File: src/rtl/riscv_pkg.sv
// Shared fetch-side types and constants for the RV32 instruction front end.
package riscv_pkg;

    localparam int              XLEN             = 32;
    localparam logic [XLEN-1:0] NOP_INSTR        = 32'h0000_0013;
    localparam logic [1:0]      INSTR_ALIGN_MASK = 2'b11;

    typedef enum logic [1:0] {
        WAIT = 2'd0,
        RUN  = 2'd1,
        HALT = 2'd2
    } fetch_state_e;

    function automatic logic is_misaligned(input logic [1:0] addr_lsb);
        return (addr_lsb & INSTR_ALIGN_MASK) != 2'b00;
    endfunction

endpackage

File: src/rtl/fetch_skid_fifo.sv
// Small skid FIFO holding fetched {pc, instr} pairs between memory response and decode.
import riscv_pkg::*;

module fetch_skid_fifo #(
    parameter int               DEPTH     = 2,
    parameter int               WIDTH     = 64,
    parameter logic [WIDTH-1:0] RESET_VAL = '0,
    parameter int               CNT_W     = $clog2(DEPTH) + 1
) (
    input  logic             clk_i,
    input  logic             rst_n_i,
    input  logic             push_i,
    input  logic [WIDTH-1:0] wdata_i,
    input  logic             pop_i,
    input  logic             flush_i,
    output logic [WIDTH-1:0] rdata_o,
    output logic [CNT_W-1:0] count_o,
    output logic             empty_o
);

    localparam int PTR_W = $clog2(DEPTH);

    logic [WIDTH-1:0] mem_q [DEPTH];
    logic [PTR_W-1:0] wr_ptr_q;
    logic [PTR_W-1:0] rd_ptr_q;
    logic [CNT_W-1:0] count_q;
    logic             full;
    logic             do_push;
    logic             do_pop;

    assign empty_o = (count_q == '0);
    assign full    = (count_q == CNT_W'(DEPTH));
    assign do_pop  = pop_i && !empty_o;
    // A full FIFO may still accept a push when the head leaves in the same cycle.
    assign do_push = push_i && (!full || do_pop);

    always_ff @(posedge clk_i or negedge rst_n_i) begin
        if (!rst_n_i) begin
            for (int i = 0; i < DEPTH; i++) begin
                mem_q[i] <= RESET_VAL;
            end
            wr_ptr_q <= '0;
            rd_ptr_q <= '0;
            count_q  <= '0;
        end else if (flush_i) begin
            wr_ptr_q <= '0;
            rd_ptr_q <= '0;
            count_q  <= '0;
        end else begin
            if (do_push) begin
                mem_q[wr_ptr_q] <= wdata_i;
                wr_ptr_q        <= wr_ptr_q + PTR_W'(1);
            end
            if (do_pop) begin
                rd_ptr_q <= rd_ptr_q + PTR_W'(1);
            end
            case ({do_push, do_pop})
                2'b10:   count_q <= count_q + CNT_W'(1);
                2'b01:   count_q <= count_q - CNT_W'(1);
                default: count_q <= count_q;
            endcase
        end
    end

    assign rdata_o = mem_q[rd_ptr_q];
    assign count_o = count_q;

    a_no_overflow: assert property (@(posedge clk_i) disable iff (!rst_n_i)
        !(push_i && full && !pop_i && !flush_i));

endmodule

File: src/rtl/instr_fetch_unit.sv
// Instruction fetch: owns the PC, tracks the one outstanding memory read and feeds decode.
//   state | meaning
//   WAIT  | first cycle after reset release, memory still waking up, no issue
//   RUN   | issuing sequentially, honouring redirects and backpressure
//   HALT  | misaligned redirect seen, fetch stopped until reset
import riscv_pkg::*;

module instr_fetch_unit #(
    parameter logic [XLEN-1:0] RESET_PC   = 32'h0000_0000,
    parameter int              FIFO_DEPTH = 2,
    parameter logic [XLEN-1:0] NOP_INSTR  = riscv_pkg::NOP_INSTR
) (
    input  logic            clk,
    input  logic            rst_n,
    output logic [XLEN-1:0] PC,
    input  logic [XLEN-1:0] Instruction_Code,
    input  logic            redirect_valid,
    input  logic [XLEN-1:0] redirect_target,
    output logic            if_valid,
    input  logic            if_ready,
    output logic [XLEN-1:0] if_instr,
    output logic [XLEN-1:0] if_pc,
    output logic            fetch_fault
);

    localparam int CNT_W = $clog2(FIFO_DEPTH) + 1;
    localparam int OCC_W = CNT_W + 1;

    fetch_state_e    state_q, state_d;
    logic [XLEN-1:0] pc_q, pc_d;
    logic            inflight_q, inflight_d;
    logic [XLEN-1:0] inflight_pc_q, inflight_pc_d;
    logic            fault_q, fault_d;

    logic             flush;
    logic             push;
    logic             pop;
    logic             fifo_empty;
    logic [CNT_W-1:0] fifo_count;
    logic [OCC_W-1:0] occupancy;
    logic             room;

    assign pop       = if_valid && if_ready;
    assign occupancy = OCC_W'(fifo_count) + OCC_W'(inflight_q) - OCC_W'(pop);
    assign room      = occupancy < OCC_W'(FIFO_DEPTH);
    // A response that lands in a redirect cycle belongs to the old stream.
    assign push      = inflight_q && !flush;

    always_comb begin
        state_d       = state_q;
        pc_d          = pc_q;
        inflight_d    = 1'b0;
        inflight_pc_d = inflight_pc_q;
        fault_d       = 1'b0;
        flush         = 1'b0;
        case (state_q)
            WAIT: state_d = RUN;
            RUN: begin
                if (redirect_valid) begin
                    flush = 1'b1;
                    if (is_misaligned(redirect_target[1:0])) begin
                        state_d = HALT;
                        fault_d = 1'b1;
                    end else begin
                        pc_d = redirect_target;
                    end
                end else if (room) begin
                    inflight_d    = 1'b1;
                    inflight_pc_d = pc_q;
                    pc_d          = pc_q + 32'd4;
                end
            end
            HALT:    state_d = HALT;
            default: state_d = HALT;
        endcase
    end

    always_ff @(posedge clk or negedge rst_n) begin
        if (!rst_n) begin
            state_q       <= WAIT;
            pc_q          <= RESET_PC;
            inflight_q    <= 1'b0;
            inflight_pc_q <= RESET_PC;
            fault_q       <= 1'b0;
        end else begin
            state_q       <= state_d;
            pc_q          <= pc_d;
            inflight_q    <= inflight_d;
            inflight_pc_q <= inflight_pc_d;
            fault_q       <= fault_d;
        end
    end

    fetch_skid_fifo #(
        .DEPTH     (FIFO_DEPTH),
        .WIDTH     (2 * XLEN),
        .RESET_VAL ({RESET_PC, NOP_INSTR}),
        .CNT_W     (CNT_W)
    ) u_fifo (
        .clk_i   (clk),
        .rst_n_i (rst_n),
        .push_i  (push),
        .wdata_i ({inflight_pc_q, Instruction_Code}),
        .pop_i   (pop),
        .flush_i (flush),
        .rdata_o ({if_pc, if_instr}),
        .count_o (fifo_count),
        .empty_o (fifo_empty)
    );

    assign PC          = pc_q;
    assign if_valid    = !fifo_empty;
    assign fetch_fault = fault_q;

endmodule

File: config.mk
export PLATFORM = sky130hd
export DESIGN_NAME = instr_fetch_unit
export DESIGN_NICKNAME = d
export VERILOG_FILES = /design/src/rtl/riscv_pkg.sv /design/src/rtl/fetch_skid_fifo.sv /design/src/rtl/instr_fetch_unit.sv
export SDC_FILE = /design/constraint.sdc
export NUM_CORES = 1
export LEC_CHECK = 0
export BUFFER_PORTS_ARGS = -buffer_cell sky130_fd_sc_hd__buf_4
export CORE_MARGIN = 1
export CORE_UTILIZATION = 56
export CTS_BUF_LIST = sky130_fd_sc_hd__clkbuf_8 sky130_fd_sc_hd__clkbuf_16
export DETAILED_ROUTE_END_ITERATION = 10
export GPL_ROUTABILITY_DRIVEN = 0
export PLACE_DENSITY_LB_ADDON = 0.25
export SETUP_SLACK_MARGIN = 0.3
export SLEW_MARGIN = 20
export SYNTH_ARGS = -nofsm -noshare
export SYNTH_HDL_FRONTEND = slang
export SYNTH_SLANG_ARGS = --single-unit
File: constraint.sdc
create_clock -name clk -period 4.1 [get_ports clk]
set_input_delay 0.41 -clock clk [delete_from_list [all_inputs] [get_ports clk]]
set_output_delay 0.41 -clock clk [all_outputs]
set_load 0.005 [all_outputs]
==> summary.txt <==
Outcome
  • Status: complete, no violations

Drt
  • Routed vias: 6637
  • Routed Antenna Nets: 0
  • DRT iter0 DRCs: 549
  • Avg Vias per Cell: 5.83
  • Routed wire per std cell: 18.6 µm
  • Drt total wl: 21.2 mm
  • # DRC: 0
  • First-pass DRT Iterations: 5

Setup path
  • R2R Path Start: u_fifo.count_o[1]
  • Most used cell, CP: and2_1
  • Slowest stage delay, CP: 480 ps
  • Slowest library cell on the worst path: dfrtp_1
  • Crit-path cells: or2_2 -> and2_1 -> ha_1 -> nand2b_1 -> fa_1 -> and4bb_2 -> nand2_1 -> inv_2 -> and2_1 -> a311oi_1
  • Required time of the critical path: 4420 ps
  • Worst-case reg-to-reg path depth: 10
  • R2R Setup Slk: 590 ps
  • Critical Path Start Type: register
  • Worst-path fanout max: 19
  • Crit Path Class: register to register
  • Critical path arrival: 3830 ps
  • Worst setup EP type: register
  • Crit Reg-Reg Endpoint: PC[29]

Synthesis
  • Number of flops mapped to enable cells by yosys: 0
  • Cell taking the most area after synthesis: dfrtp_1
  • Synth top area cells: dfrtp_1, mux2_2, nand2_1, dfstp_2, buf_6
  • Netlist cell types: 68
  • Most numerous cell in the Yosys netlist: dfrtp_1
  • Syn_area_per_cell: 12.3 µm²
  • Cells after Synth: 756
  • Ys async rst share: 100%
  • Post-synth top flop: dfrtp_1
  • Top post-synthesis cells by count: dfrtp_1, mux2_2, nand2_1, nor2_1, clkbuf_1
  • Yosys warning total: 0
  • FF+latch count, synth: 200
  • Synthesized area: 9300 µm²
  • Top cell type's share of synthesized area: 52.2%
  • Sequential-to-total area share from yosys stat: 53.9%
  • Post-Syn Nets: 827

Finish
  • Diode count: 0
  • Fin nets: 981
  • Storage element area: 5010 µm²
  • Synth-to-Final Area Change: 21.8%
  • Share of cells above drive strength 1: 46.6%
  • Fill cells: 1180
  • Footprint of the multi-input gates: 4010 µm²
  • Core Util, Final: 70.6%

Timing
  • Final hold vios: 0
  • Worst-Margin Slew: 1050 ps
  • Setup Skew: 9.49 ps
  • Max_slew headroom: 29.3%
  • RSZ-0062 raised after global routing: false
  • Slew Limit Fails: 0
  • Setup Viol. Count Final: 0
  • Fin crit share: 85.7%
  • Fin crit period: 3510 ps
  • Max Freq: 285 MHz
  • Final setup TNS: 0 ps

Clock tree
  • CTS buffer count: 17
  • Clk pin slew, worst setup/hold paths: 70 ps
  • Worst skew pair latency: 440 ps
  • CTS tree: yes
  • Setup bufs post-CTS: 0
  • H-tree levels: 4
  • Clk buf depth: 2
  • CTS sink cnt: 200
  • Root Driver: clkbuf_16

Run
  • Max Cap Viol: 0

GRT
  • First-pass GRT wire length: 33.9 mm
  • Total gr overflow: 0
  • Vias in the first global route: 6739
  • Pin count of the biggest net entering global routing: 135
  • Gr usage total: 26.0%
  • Initial antenna violation count: 0

Worst hold path
  • Min-Delay Startpoint: Instruction_Code[13]
  • Worst Hold Path EP: u_fifo.mem_q[13]
  • Worst Hold Class: input pin to register
  • Hold Path Stages: 2

Power
  • Leak pwr: 0.00554 µW
  • Power, Total: 6270 µW
  • Peak supply drop: 0.348 mV
  • PwrDens: 554 nW/µm²

Floorplan
  • Die width: 131 µm
  • Num rows: 46
  • Core ar.: 16100 µm²
  • Io pins: 166
  • Initial Utilization: 57.9%
  • Full die area: 17100 µm²
  • Die H: 131 µm

Placement
  • Detailed placer's ending HPWL: 14.5 mm
  • IO Port Bufs: 165
-- layout by cell type, fill, tap and decap left out, drive strengths merged, types with 7 or more instances in the layout --
master	count
o22ai	7
inv	13
mux2	192
a21oi	17
nand4	9
nor3	11
mux2i	7
a211oi	8
buf	176
o21ai	17
nand3	14
clkbuf	19
dfrtp	194
nor2	24
nand2	110
and4	7
-- stage by stage --
| step | hold WS (ps) | worst slack [ps] | cell area [µm²] | std cells |
|---|---|---|---|---|
| global placement | 481 | 720 | 10700 | 1104 |
| floorplan | 114 | 1180 | 9300 | 756 |
| finish | 215 | 586 | 11300 | 1139 |
| CTS | 198 | 486 | 11300 | 1137 |
| global route | 203 | 376 | 11300 | 1139 |
| detailed placement | 488 | 501 | 10700 | 1105 |
-- worst max path at each step --
| stage | start | to | slack (ps) | depth (start not counted) |
|---|---|---|---|---|
| final | u_fifo.count_o[1] | PC[29] | 590 | 10 |
| after global routing | u_fifo.count_o[1] | inflight_pc_q[30] | 380 | 11 |
| after CTS | u_fifo.count_o[1] | PC[13] | 490 | 9 |
| after detailed placement | u_fifo.count_o[1] | PC[13] | 500 | 9 |
| after global placement | u_fifo.count_o[1] | PC[13] | 720 | 9 |
| after floorplan | u_fifo.count_o[1] | PC[13] | 1180 | 10 |
-- metal layers --
metal  wire length, µm  track usage, %  vias up  share of wire (%)
li1                  -               -     3023                  -
met1              9020            33.3     3305                 43
met2             10400            43.3      262                 49
met3              1200            5.09       47                5.7
met4               557            10.9        0                2.6
met5                 0               0        -                  0
-- state kept, by name, indices dropped and copies added (netlist names) --
name	flops
u_fifo.count_o	2
state_q	2
u_fifo.rd_ptr_q	1
PC	32
u_fifo.mem_q	128
fetch_fault	1
u_fifo.wr_ptr_q	1
inflight_pc_q	32
inflight_q	1
-- area by class of cell --
class / instances / area share (%)
clock buffers: 19 / 4.00
clock inverters: 13 / 1.37
inverters: 7 / 0.232
multi-input cells: 507 / 35.4
flip-flops and latches: 200 / 44.3
well taps: 216 / 2.39
repair buffers: 177 / 12.4
-- worst max-delay path: cells and delay by family (launching register included) --
kind | cells | cell delay [ps]
flip-flops | 1 | 480
AND/OR/NAND/NOR | 6 | 1580
adder cells (fa/ha/maj) | 2 | 720
buffers and inverters | 1 | 290
AO/OA/AOI/OAI | 1 | 320
-- cell families after synthesis --
group	count (synthesis)	share of synthesized area [%]
and+or+nand+nor	216	11.5
DFF	200	53.9
muxes	199	24.0
AOI/OAI and AO/OA	85	6.50
buffers and inverters	49	3.15
xor gates and xnor gates	4	0.458
adders and majority gates	3	0.484
-- report_power, final --
| group | total [µW] | leakage, µW | switching, µW | internal [µW] |
|---|---|---|---|---|
| clock network | 1710 | 0.000290 | 763 | 948 |
| registers | 2910 | 0.00264 | 430 | 2480 |
| logic | 1650 | 0.00261 | 631 | 1020 |
-- repair_timing --
item	in CTS	in global routing
hold endpoints to repair	0	29
resized for setup	0	1
endpoints found under the setup margin	0	2
hold buffers	0	1
No activity file was read; power rests on OpenSTA's default activity.
